$ cat config.mk
export PLATFORM = sky130hd
export DESIGN_NAME = icache
export DESIGN_NICKNAME = d
export VERILOG_FILES = /design/src/rtl/caches_types_pkg.sv /design/src/rtl/icache.sv
export SDC_FILE = /design/constraint.sdc
export NUM_CORES = 1
export LEC_CHECK = 0
export BUFFER_PORTS_ARGS = -buffer_cell sky130_fd_sc_hd__buf_4
export CORE_MARGIN = 8
export CORE_UTILIZATION = 28
export CTS_CLUSTER_DIAMETER = 50
export DETAILED_ROUTE_END_ITERATION = 10
export PLACE_DENSITY = 0.53
export SKIP_LAST_GASP = 1
export SYNTH_ARGS = -nofsm -noshare
export SYNTH_HDL_FRONTEND = slang
export SYNTH_SLANG_ARGS = --single-unit
$ cat constraint.sdc
create_clock -name CLK -period 20.2 [get_ports CLK]
set_input_delay 6.06 -clock CLK [delete_from_list [all_inputs] [get_ports CLK]]
set_output_delay 6.06 -clock CLK [all_outputs]
set_load 0.02 [all_outputs]
$ cat src/rtl/caches_types_pkg.sv
// Shared cache types: FSM state, frame layout and default address split.
package caches_types_pkg;

    localparam int unsigned WORD_W      = 32;
    // Frame tag field is wide enough for the smallest legal geometry (SETS=2);
    // narrower tags are stored zero-extended.
    localparam int unsigned FRAME_TAG_W = 30;

    typedef enum logic {
        IDLE = 1'b0,
        FILL = 1'b1
    } icache_state_t;

    typedef struct packed {
        logic                   valid;
        logic [FRAME_TAG_W-1:0] tag;
        logic [WORD_W-1:0]      data;
    } icache_frame_t;

    // Address split for the default 16-frame geometry.
    typedef struct packed {
        logic [25:0] tag;
        logic [3:0]  idx;
        logic [1:0]  bo;
    } icache_addr_t;

endpackage

$ cat src/rtl/icache.sv
// Direct-mapped read-only instruction cache, one word per frame.
// Datapath side : imemREN/imemaddr in, ihit/imemload out (zero-latency lookup).
// Memory side   : iREN/iaddr out, iwait/iload in (single-word fill on a miss).
// Perf counters : hit_count (cycles with ihit), miss_count (fills started); both saturate.
module icache
    import caches_types_pkg::*;
#(
    parameter int unsigned SETS  = 16,
    parameter int unsigned CNT_W = 32
) (
    input  logic              CLK,
    input  logic              RST,
    input  logic              imemREN,
    input  logic [31:0]       imemaddr,
    output logic              ihit,
    output logic [31:0]       imemload,
    output logic              iREN,
    output logic [31:0]       iaddr,
    input  logic              iwait,
    input  logic [31:0]       iload,
    output logic [CNT_W-1:0]  hit_count,
    output logic [CNT_W-1:0]  miss_count
);

    localparam int unsigned IDX_W = $clog2(SETS);
    localparam int unsigned TAG_W = 30 - IDX_W;

    icache_frame_t    frames_q [SETS];
    icache_state_t    state_q,    state_d;
    logic [31:0]      miss_addr_q, miss_addr_d;
    logic [CNT_W-1:0] hit_cnt_q,  hit_cnt_d;
    logic [CNT_W-1:0] miss_cnt_q, miss_cnt_d;
    logic             fill_we;

    logic [IDX_W-1:0] req_idx, fill_idx;
    logic [TAG_W-1:0] req_tag, fill_tag;
    logic             hit;
    logic             unused_bo;

    assign req_idx   = imemaddr[IDX_W+1:2];
    assign req_tag   = imemaddr[31:IDX_W+2];
    assign fill_idx  = miss_addr_q[IDX_W+1:2];
    assign fill_tag  = miss_addr_q[31:IDX_W+2];
    assign unused_bo = ^imemaddr[1:0];

    // Lookup sees the frame contents as of the start of the cycle, so a fill
    // landing on the same index only becomes visible after the edge.
    assign hit = imemREN & frames_q[req_idx].valid
               & (frames_q[req_idx].tag == FRAME_TAG_W'(req_tag));

    assign ihit       = hit;
    assign imemload   = hit ? frames_q[req_idx].data : 32'h0;
    assign iREN       = (state_q == FILL);
    assign iaddr      = (state_q == FILL) ? miss_addr_q : 32'h0;
    assign hit_count  = hit_cnt_q;
    assign miss_count = miss_cnt_q;

    // Next-state: miss detection in IDLE, fill completion in FILL, saturating counters.
    always_comb begin
        state_d     = state_q;
        miss_addr_d = miss_addr_q;
        hit_cnt_d   = hit_cnt_q;
        miss_cnt_d  = miss_cnt_q;
        fill_we     = 1'b0;

        if (hit && (hit_cnt_q != '1)) begin
            hit_cnt_d = hit_cnt_q + CNT_W'(1);
        end

        unique case (state_q)
            IDLE: begin
                if (imemREN && !hit) begin
                    state_d     = FILL;
                    miss_addr_d = {imemaddr[31:2], 2'b00};
                    if (miss_cnt_q != '1) begin
                        miss_cnt_d = miss_cnt_q + CNT_W'(1);
                    end
                end
            end
            FILL: begin
                if (!iwait) begin
                    fill_we = 1'b1;
                    state_d = IDLE;
                end
            end
            default: state_d = IDLE;
        endcase
    end

    // State, counters and frame array; reset also drops any fill in flight.
    always_ff @(posedge CLK) begin
        if (RST) begin
            state_q     <= IDLE;
            miss_addr_q <= '0;
            hit_cnt_q   <= '0;
            miss_cnt_q  <= '0;
            for (int i = 0; i < int'(SETS); i++) begin
                frames_q[i] <= '0;
            end
        end else begin
            state_q     <= state_d;
            miss_addr_q <= miss_addr_d;
            hit_cnt_q   <= hit_cnt_d;
            miss_cnt_q  <= miss_cnt_d;
            if (fill_we) begin
                frames_q[fill_idx].valid <= 1'b1;
                frames_q[fill_idx].tag   <= FRAME_TAG_W'(fill_tag);
                frames_q[fill_idx].data  <= iload;
            end
        end
    end

endmodule

==> impl_metrics.py, run 1 <==
metrics = {
    "timing": {
        "period_needed_ps": 16800,
        "slew_violations": 0,
        "fin_worst_skew_ps": 21.1,
        "slew_headroom_pct": 23.7,
        "timing.final.ws_setup_ps": 3400,
        "hold_viol": 0,
        "setup_viol": 0,
        "max_slew.worst_pin.slew_ps": 1140,
        "tns_ps": 0,
        "max_freq_ghz": 0.0595,
        "layout_worst_path_cycle_share_pct": 83.2,
        "rsz0062_at_grt": "false",
    },
    "route": {
        "drcViolationCount": 0,
        "ant_nets": 0,
        "via_per_inst": 4.94,
        "dr.first_iter.drc_count": 2731,
        "num_vias": 28400,
        "dr.pass1.iters": 5,
        "routed_wirelength_um": 151000,
        "wl_per_cell_um": 26.3,
    },
    "clock_tree": {
        "cts_made_buffers": 118,
        "ctsHtreeMaxLevel": 3,
        "cts_setup_buffers": 0,
        "clk_pin_slew_ps": 60,
        "root_buffer": "clkbuf_16",
        "clockBufferDepth": 3,
        "cts_tree": "yes",
        "clock_sinks": 1039,
        "cts.repair.resized": 0,
        "postCtsHoldBufs": 0,
        "insertion_delay_ps": 720,
    },
    "finish": {
        "ff_latch_area_um2": 30100,
        "fin_cells": 5750,
        "nets": 3477,
        "final_common_cell": "and2_1",
        "layout_common_cells": "and2_1, edfxtp_1, buf_4",
        "multi_input_area_um2": 16800,
        "area_growth_pct": 15.7,
        "drive_above_1_share_pct": 20.9,
        "fill_cells": 16700,
    },
    "logic_synthesis": {
        "synth_cell_types": 70,
        "synth_edf_count": 928,
        "yosys.area_share.simple_pct": 16.9,
        "yosysSeqAreaShare_pct": 62.8,
        "synth_xor_xnor_area_share_pct": 0.622,
        "syn_area_um2": 47900,
        "synthArstFlopShare_pct": 0,
        "synth_fa_ha_area_share_pct": 0.0522,
        "synth_compound_area_share_pct": 3.36,
        "synth_warnings": 0,
        "synth_top_family_by_area": "simple AND/OR/NAND/NOR gates",
        "synth_ff_type": "edfxtp_1",
        "avgSynthCellArea_um2": 14.4,
        "syn_inst": 3322,
        "synthMuxAreaShare_pct": 13.5,
        "ys_seq_elements": 1039,
    },
    "worst_setup_path": {
        "crit_path_start_kind": "input port",
        "worstPathArrival_ps": 10740,
        "path_max_fanout": 54,
        "required_ps": 14140,
        "cp-end-kind": "output pin",
        "crit_type": "in2out",
    },
    "floorplan": {
        "rows": 152,
        "die_w_um": 430,
        "die_height_um": 430,
        "initial_core_util_pct": 28.1,
        "coreArea_um2": 171000,
        "die_area_um2": 185000,
        "io_pins": 198,
    },
    "grt": {
        "grt_pass1_wl_um": 217000,
        "grt_pass1_vias": 29200,
        "antenna_found_initial": 20,
        "grt_usage_pct": 16.0,
        "grt_max_degree": 97,
        "gr-total-overflow": 0,
    },
    "placement": {
        "dpl.hpwl_um": 82900,
        "place.gp.congestion": 0.736,
        "dp_slack_ps": 3290,
        "dp.cells": 5520,
        "port_buffers": 193,
    },
    "job": {
        "maxCapViolations": 0,
    },
    "min_path": {
        "hold_path.class": "reg2reg",
    },
    "pwr": {
        "ir_worst_vdd_v": 0.0000630,
        "power.leakage_nw": 20.0,
        "powerDensity_nw_per_um2": 87.6,
    },
    "run_status": {
        "status": "complete, no violations",
    },
}
-- stage by stage --
step                hold WS (ps)  power, mW  cell area, um^2  utilization [%]
floorplan                    422       2.67            47900                -
global placement             431       2.81            51700             30.3
detailed placement           439       2.82            51700             30.3
CTS                          453       4.91            55400             32.5
global route                 470       5.00            55400             32.5
finish                       453       4.86            55500             32.5
-- flip-flops by register name, indices dropped and copies added (netlist names) --
signal	count
frames_q	944
hit_count	32
miss_count	32
miss_addr_q	30
iREN	1
-- path summary, 6_finish.rpt --
kind	from	end	slack [ps]	cells past startpoint
worst max-delay path	imemaddr[2]	imemload[3]	3400	13
worst min-delay path	frames_q[14][58]$_SDFFE_PP1P_	frames_q[14][58]$_SDFFE_PP1P_	450	1
worst min register to register	frames_q[14][58]$_SDFFE_PP1P_	frames_q[14][58]$_SDFFE_PP1P_	450	1
worst max register to register	frames_q[7][56]$_DFFE_PP_	miss_count[28]$_SDFFE_PP0P_	15680	11
-- worst max-delay path, stage by stage --
cell	delay, ps
buf_8	460
buf_4	830
nor2_1	290
buf_4	270
a22oi_1	170
nand2_1	160
mux2i_1	200
a2111oi_0	500
and4b_1	390
nand4_4	210
inv_4	650
and2_1	250
buf_4	140
-- Yosys cell counts (3+ instances only) --
master	instances	area (um^2)
a211oi_1	5	37.5
a21o_1	18	135
a21oi_1	82	410
a221oi_1	7	61.3
a22o_1	4	35.0
a22oi_1	19	143
a2bb2oi_1	3	26.3
a31oi_1	4	25.0
and2_1	997	6240
and3_1	17	106
and4_1	6	52.6
and4b_1	3	30.0
buf_1	8	30.0
buf_2	31	155
buf_4	23	173
buf_6	6	67.6
clkbuf_1	220	826
dfxtp_1	111	2220
edfxtp_1	928	27900
inv_1	10	37.5
mux2_2	35	394
mux2i_1	88	881
mux4_2	231	5200
nand2_1	54	203
nand2b_1	10	62.6
nand3_1	62	310
nand3b_1	3	22.5
nand4_1	13	81.3
nor2_1	58	218
nor2b_1	31	194
nor3_1	17	85.1
nor4_1	3	18.8
o21ai_0	55	275
o22ai_1	3	18.8
o31ai_1	37	278
or2_2	5	31.3
or3_1	7	43.8
or4_1	37	278
xnor2_1	17	149
xor2_1	17	149
-- layer usage --
layer | global-route usage (%) | part of all wire, % | vias up
met2 | 27.1 | 49 | 935
met3 | 2.64 | 6.2 | 195
met4 | 3.40 | 1.9 | 2
met1 | 21.5 | 43 | 14900
li1 | - | - | 12400
met5 | 0 | 0.0086 | -
-- final cells by class --
class	count	share of cell area, %
sequential	1039	54.3
multi-input combinational	1984	30.3
clock buffer	154	5.70
tap	2233	5.04
timing repair buffer	252	3.49
clock inverter	67	1.08
inverter	12	0.0903
antenna	9	0.0406
-- where the power goes --
| group | leakage (nW) | internal, mW | total, mW | switching [mW] |
|---|---|---|---|---|
| registers | 10.4 | 2.41 | 2.44 | 0.0358 |
| logic | 7.71 | 0.117 | 0.321 | 0.205 |
| clock network | 1.84 | 1.20 | 2.10 | 0.892 |
| total | 20.0 | 3.73 | 4.86 | 1.13 |
-- cell families after synthesis --
group | count (synthesis)
buffers and inverters | 300
adder cells (fa/ha/maj) | 2
AO/OA/AOI/OAI | 256
multiplexers | 354
other | 1
AND/OR/NAND/NOR | 1336
flip-flops | 1039
XOR/XNOR | 34
Note: power is estimated with default switching activity, not from simulation.
==> run 2, diff against run 1 <==
==> constraint.sdc (replaced) <==
create_clock -name CLK -period 16 [get_ports CLK]
set_input_delay 4.8 -clock CLK [delete_from_list [all_inputs] [get_ports CLK]]
set_output_delay 4.8 -clock CLK [all_outputs]
set_load 0.02 [all_outputs]
==> impl_metrics.py, run 2 (same netlist as run 1, synthesis figures left out) <==
metrics = {
    "placement": {
        "dpl.hpwl_um": 82100,
        "placed_cell_area_um2": 51700,
        "dp.cells": 5524,
        "dp_slack_ps": 2190,
        "place.gp.congestion": 0.747,
        "port_buffers": 193,
    },
    "finish": {
        "nets": 3494,
        "finish.utilization_pct": 32.7,
        "fin_cells": 5775,
        "final_common_cell": "and2_1",
        "top_register": "frames_q",
        "multi_input_area_um2": 16800,
        "fin_area_um2": 55900,
        "area_growth_pct": 16.6,
        "fill_cells": 16600,
        "layout_common_cells": "and2_1, edfxtp_1, buf_4",
        "largest_register_ffs": 944,
        "drive_above_1_share_pct": 21.6,
        "ff_latch_area_um2": 30100,
    },
    "clock_tree": {
        "postCtsHoldBufs": 0,
        "clk_pin_slew_ps": 60,
        "clock_sinks": 1039,
        "root_buffer": "clkbuf_16",
        "cts_setup_buffers": 0,
        "cts_made_buffers": 131,
        "ctsHtreeMaxLevel": 4,
        "clockBufferDepth": 3,
        "cts_tree": "yes",
        "insertion_delay_ps": 760,
        "cts.repair.resized": 0,
    },
    "worst_setup_path": {
        "regToRegSetupSlack_ps": 10920,
        "ff2ff_path_depth": 6,
        "crit_type": "in2out",
        "crit_path_start_kind": "input port",
        "required_ps": 11200,
        "crit_slowest_cell": "mux4_2",
        "max_stage_delay_ps": 590,
        "worstPathArrival_ps": 8910,
        "r2r-start": "iREN$_SDFF_PP0_",
        "path_max_fanout": 88,
        "cp-end-kind": "output pin",
        "path_cells": "buf_8, buf_12, mux4_2, mux2i_1, xor2_1, and3_1, o211ai_1, nor4b_2, nand4_4, inv_4, and2_1, buf_4",
        "r2r-end": "frames_q[12][48]$_DFFE_PP_",
    },
    "timing": {
        "period_needed_ps": 13710,
        "hold_viol": 0,
        "layout_worst_path_cycle_share_pct": 85.7,
        "max_slew.worst_pin.slew_ps": 1280,
        "tns_ps": 0,
        "fin_worst_skew_ps": 27.0,
        "whs_ps": 449,
        "timing.final.ws_setup_ps": 2290,
        "slew_headroom_pct": 14.6,
        "rsz0062_at_grt": "false",
        "setup_viol": 0,
        "max_freq_ghz": 0.0729,
        "slew_violations": 0,
    },
    "run_status": {
        "status": "complete, no violations",
    },
    "job": {
        "maxCapViolations": 0,
    },
    "route": {
        "dr.pass1.iters": 5,
        "drcViolationCount": 0,
        "ant_nets": 0,
        "dr.first_iter.drc_count": 2857,
        "wl_per_cell_um": 26.5,
        "routed_wirelength_um": 153000,
        "num_vias": 28500,
        "via_per_inst": 4.94,
    },
    "min_path": {
        "hold_path.class": "reg2reg",
        "hold_path.startpoint": "frames_q[6][58]$_SDFFE_PP1P_",
        "hold_depth": 1,
        "hold_path_end": "frames_q[6][58]$_SDFFE_PP1P_",
    },
    "grt": {
        "grt_util_met3_pct": 3.58,
        "grt_max_degree": 91,
        "grt_util_met2_pct": 26.7,
        "gr-total-overflow": 0,
        "antenna_found_initial": 28,
        "grt_usage_pct": 16.1,
        "grt_pass1_wl_um": 217000,
        "gr-usage-met1_pct": 21.5,
        "busiest_layer": "met2",
        "grt_pass1_vias": 28700,
    },
    "pwr": {
        "finalPower_mw": 6.34,
        "ir_worst_vdd_v": 0.000108,
        "power.leakage_nw": 20.2,
        "powerDensity_nw_per_um2": 113,
    },
    "floorplan": {
        "rows": 152,
        "coreArea_um2": 171000,
        "io_pins": 198,
        "die_area_um2": 185000,
        "initial_core_util_pct": 28.1,
        "die_w_um": 430,
        "die_height_um": 430,
    },
}
## run 2: changes by cell type in the layout (fill, tap and decap cells not counted), sizes merged
cell and change:
buf +4, bufinv -3, clkbuf +9, clkinv -3
clkinvlp +5, diode +5, inv +8
## run 2: worst max-delay path by stage
stage	start	endpoint	slack (ps)	depth (start not counted)
final	imemaddr[3]	imemload[9]	2290	12
after global routing	imemaddr[2]	imemload[9]	1930	12
after CTS	imemaddr[2]	imemload[9]	2170	12
after detailed placement	imemaddr[2]	imemload[9]	2190	12
after global placement	imemaddr[2]	imemload[10]	2200	12
after floorplan	imemaddr[4]	imemload[22]	3490	14
## run 2: report_power, final
| group | internal [mW] | leakage, nW | switching (mW) | total, mW |
|---|---|---|---|---|
| combinational | 0.148 | 7.72 | 0.261 | 0.409 |
| clock | 1.65 | 2.01 | 1.19 | 2.84 |
| sequential | 3.04 | 10.4 | 0.0444 | 3.08 |
## run 2: area by class of cell
cell class | count | area share, %
multi-input cells | 1984 | 30.1
diodes | 14 | 0.0627
clock inverters | 74 | 1.10
repair buffers | 256 | 3.50
flip-flops and latches | 1039 | 53.9
inverters | 12 | 0.0896
clock buffers | 163 | 6.29
well taps | 2233 | 5.00
## run 2: critical path, delay by kind of cell
kind,cells,cell delay [ps]
AO/OA/AOI/OAI,1,190
XOR/XNOR,1,170
buffers and inverters,4,1680
multiplexers,2,790
AND/OR/NAND/NOR,4,1060
## run 2: metal layers
metal / wire, um / vias to the layer above
met3: 11200 / 215
met5: 31 / -
li1: - / 12500
met2: 73100 / 1034
met1: 65200 / 14800
met4: 3280 / 6
==> run 3, diff against run 2 <==
--- a/config.mk
+++ b/config.mk
@@ -9,8 +9,9 @@
 export CORE_MARGIN = 8
 export CORE_UTILIZATION = 28
 export CTS_CLUSTER_DIAMETER = 50
+export CTS_CLUSTER_SIZE = 16
 export DETAILED_ROUTE_END_ITERATION = 10
-export PLACE_DENSITY = 0.53
+export PLACE_DENSITY = 0.49
 export SKIP_LAST_GASP = 1
 export SYNTH_ARGS = -nofsm -noshare
 export SYNTH_HDL_FRONTEND = slang
==> impl_metrics.py, run 3 (same netlist as run 1, synthesis figures left out) <==
metrics = {
    "pwr": {
        "p_clk_share_pct": 45.7,
        "swShare_pct": 23.9,
        "power_switching_mw": 1.54,
        "powerDensity_nw_per_um2": 115,
        "power_frac_seq_pct": 47.9,
        "internal-power_mw": 4.89,
        "ir_worst_vdd_v": 0.0000922,
        "p_comb_share_pct": 6.4,
        "power.leakage_nw": 20.2,
        "finalPower_mw": 6.43,
    },
    "worst_setup_path": {
        "path_max_fanout": 52,
        "r2r-end": "frames_q[12][12]$_DFFE_PP_",
        "worstPathArrival_ps": 9040,
        "regToRegSetupSlack_ps": 11150,
        "required_ps": 11200,
        "ff2ff_path_depth": 6,
        "crit_path_start_kind": "input port",
        "cp-end-kind": "output pin",
        "r2r-start": "iREN$_SDFF_PP0_",
        "crit_type": "in2out",
    },
    "timing": {
        "whs_ps": 456,
        "period_needed_ps": 13840,
        "rsz0062_at_grt": "false",
        "slew_headroom_pct": 23.0,
        "hold_viol": 0,
        "max_freq_ghz": 0.0723,
        "tns_ps": 0,
        "fin_worst_skew_ps": 41.0,
        "setup_viol": 0,
        "max_slew.worst_pin.slew_ps": 1150,
        "layout_worst_path_cycle_share_pct": 86.5,
        "slew_violations": 0,
    },
    "route": {
        "dr.first_iter.drc_count": 2539,
        "wl_per_cell_um": 26.7,
        "routed_wirelength_um": 154000,
        "num_vias": 28200,
        "via_per_inst": 4.89,
        "drcViolationCount": 0,
        "dr.pass1.iters": 5,
        "ant_nets": 0,
    },
    "finish": {
        "fill_cells": 16600,
        "final_common_cell": "and2_1",
        "nets": 3485,
        "area_growth_pct": 16.8,
        "drive_above_1_share_pct": 22.0,
        "ff_latch_area_um2": 30100,
        "multi_input_area_um2": 16800,
        "top_register": "frames_q",
        "layout_common_cells": "and2_1, edfxtp_1, buf_4",
        "largest_register_ffs": 944,
    },
    "grt": {
        "gr-total-overflow": 0,
        "grt_usage_pct": 16.1,
        "grt_pass1_wl_um": 218000,
        "grt_pass1_vias": 28500,
        "antenna_found_initial": 24,
        "grt_max_degree": 67,
    },
    "floorplan": {
        "die_height_um": 430,
        "coreArea_um2": 171000,
        "io_pins": 198,
        "initial_core_util_pct": 28.1,
        "die_area_um2": 185000,
        "die_w_um": 430,
        "rows": 152,
    },
    "clock_tree": {
        "insertion_delay_ps": 750,
        "cts_tree": "yes",
        "cts_made_buffers": 117,
        "cts.repair.resized": 0,
        "cts_setup_buffers": 0,
        "root_buffer": "clkbuf_16",
        "clockBufferDepth": 3,
        "clock_sinks": 1039,
        "clk_pin_slew_ps": 70,
        "postCtsHoldBufs": 0,
        "ctsHtreeMaxLevel": 3,
    },
    "min_path": {
        "hold_depth": 1,
        "hold_path.startpoint": "frames_q[6][58]$_SDFFE_PP1P_",
        "hold_path.class": "reg2reg",
        "hold_path_end": "frames_q[6][58]$_SDFFE_PP1P_",
    },
    "placement": {
        "dpl.hpwl_um": 82600,
        "place.gp.congestion": 0.749,
        "port_buffers": 193,
    },
    "run_status": {
        "status": "complete, no violations",
    },
    "job": {
        "maxCapViolations": 0,
    },
}
[run 3: changes by cell type in the layout (fill, tap and decap cells not counted), moves of 4 or more]
cell,delta
bufinv_16,+15
buf_4,+5
clkinv_4,+4
clkbuf_1,-13
clkinv_2,-7
clkbuf_16,-17
clkbuf_8,-4
clkinvlp_4,+5
clkinv_1,-7
[run 3: routing by layer]
metal / wire length [um] / global-route usage, %
met5: 13 / 0
met4: 3060 / 3.39
met3: 7510 / 2.50
met2: 74600 / 27.1
met1: 68600 / 22.1
[run 3: critical path, stage by stage]
cell      delay [ps]
buf_4            680
nor2b_1          990
a22oi_1          250
a211o_1          360
nand3_1          130
o211ai_1         190
nor4b_2          450
nand4_4          160
inv_4            530
and2_1           240
buf_4            140
[run 3: metrics by stage]
stage	std cells	area, um^2	utilization [%]	setup slack, ps
after global placement	5529	51700	30.3	2130
after global routing	5753	55900	32.7	1900
after detailed placement	5529	51700	30.3	2100
final	5762	56000	32.8	2160
after floorplan	3323	47900	-	3490
after CTS	5751	55900	32.7	2100
[run 3: layout make-up]
cell class	count	area share (%)
inverters	12	0.0894
flip-flops and latches	1039	53.8
well taps	2233	4.99
multi-input cells	1984	30.0
clock inverters	93	2.17
diodes	11	0.0492
repair buffers	261	3.56
clock buffers	129	5.33
[run 3: worst max path at each step]
stage	start	end	slack (ps)	depth (start not counted)
3_3_place_gp	imemaddr[2]	imemload[12]	2130	12
2_1_floorplan	imemaddr[4]	imemload[22]	3490	14
4_1_cts	imemaddr[5]	imemload[14]	2100	11
5_1_grt	imemaddr[3]	imemload[17]	1900	12
6_report	imemaddr[5]	imemload[12]	2160	11
3_5_place_dp	imemaddr[3]	imemload[14]	2100	12
[run 3: power groups by stage]
stage	sequential, mW	combinational [mW]	clock (mW)
after floorplan	3.13	0.251	0
after global placement	3.14	0.419	0
after detailed placement	3.14	0.419	0
after CTS	3.08	0.420	2.99
after global routing	3.09	0.435	3.09
final	3.08	0.409	2.94
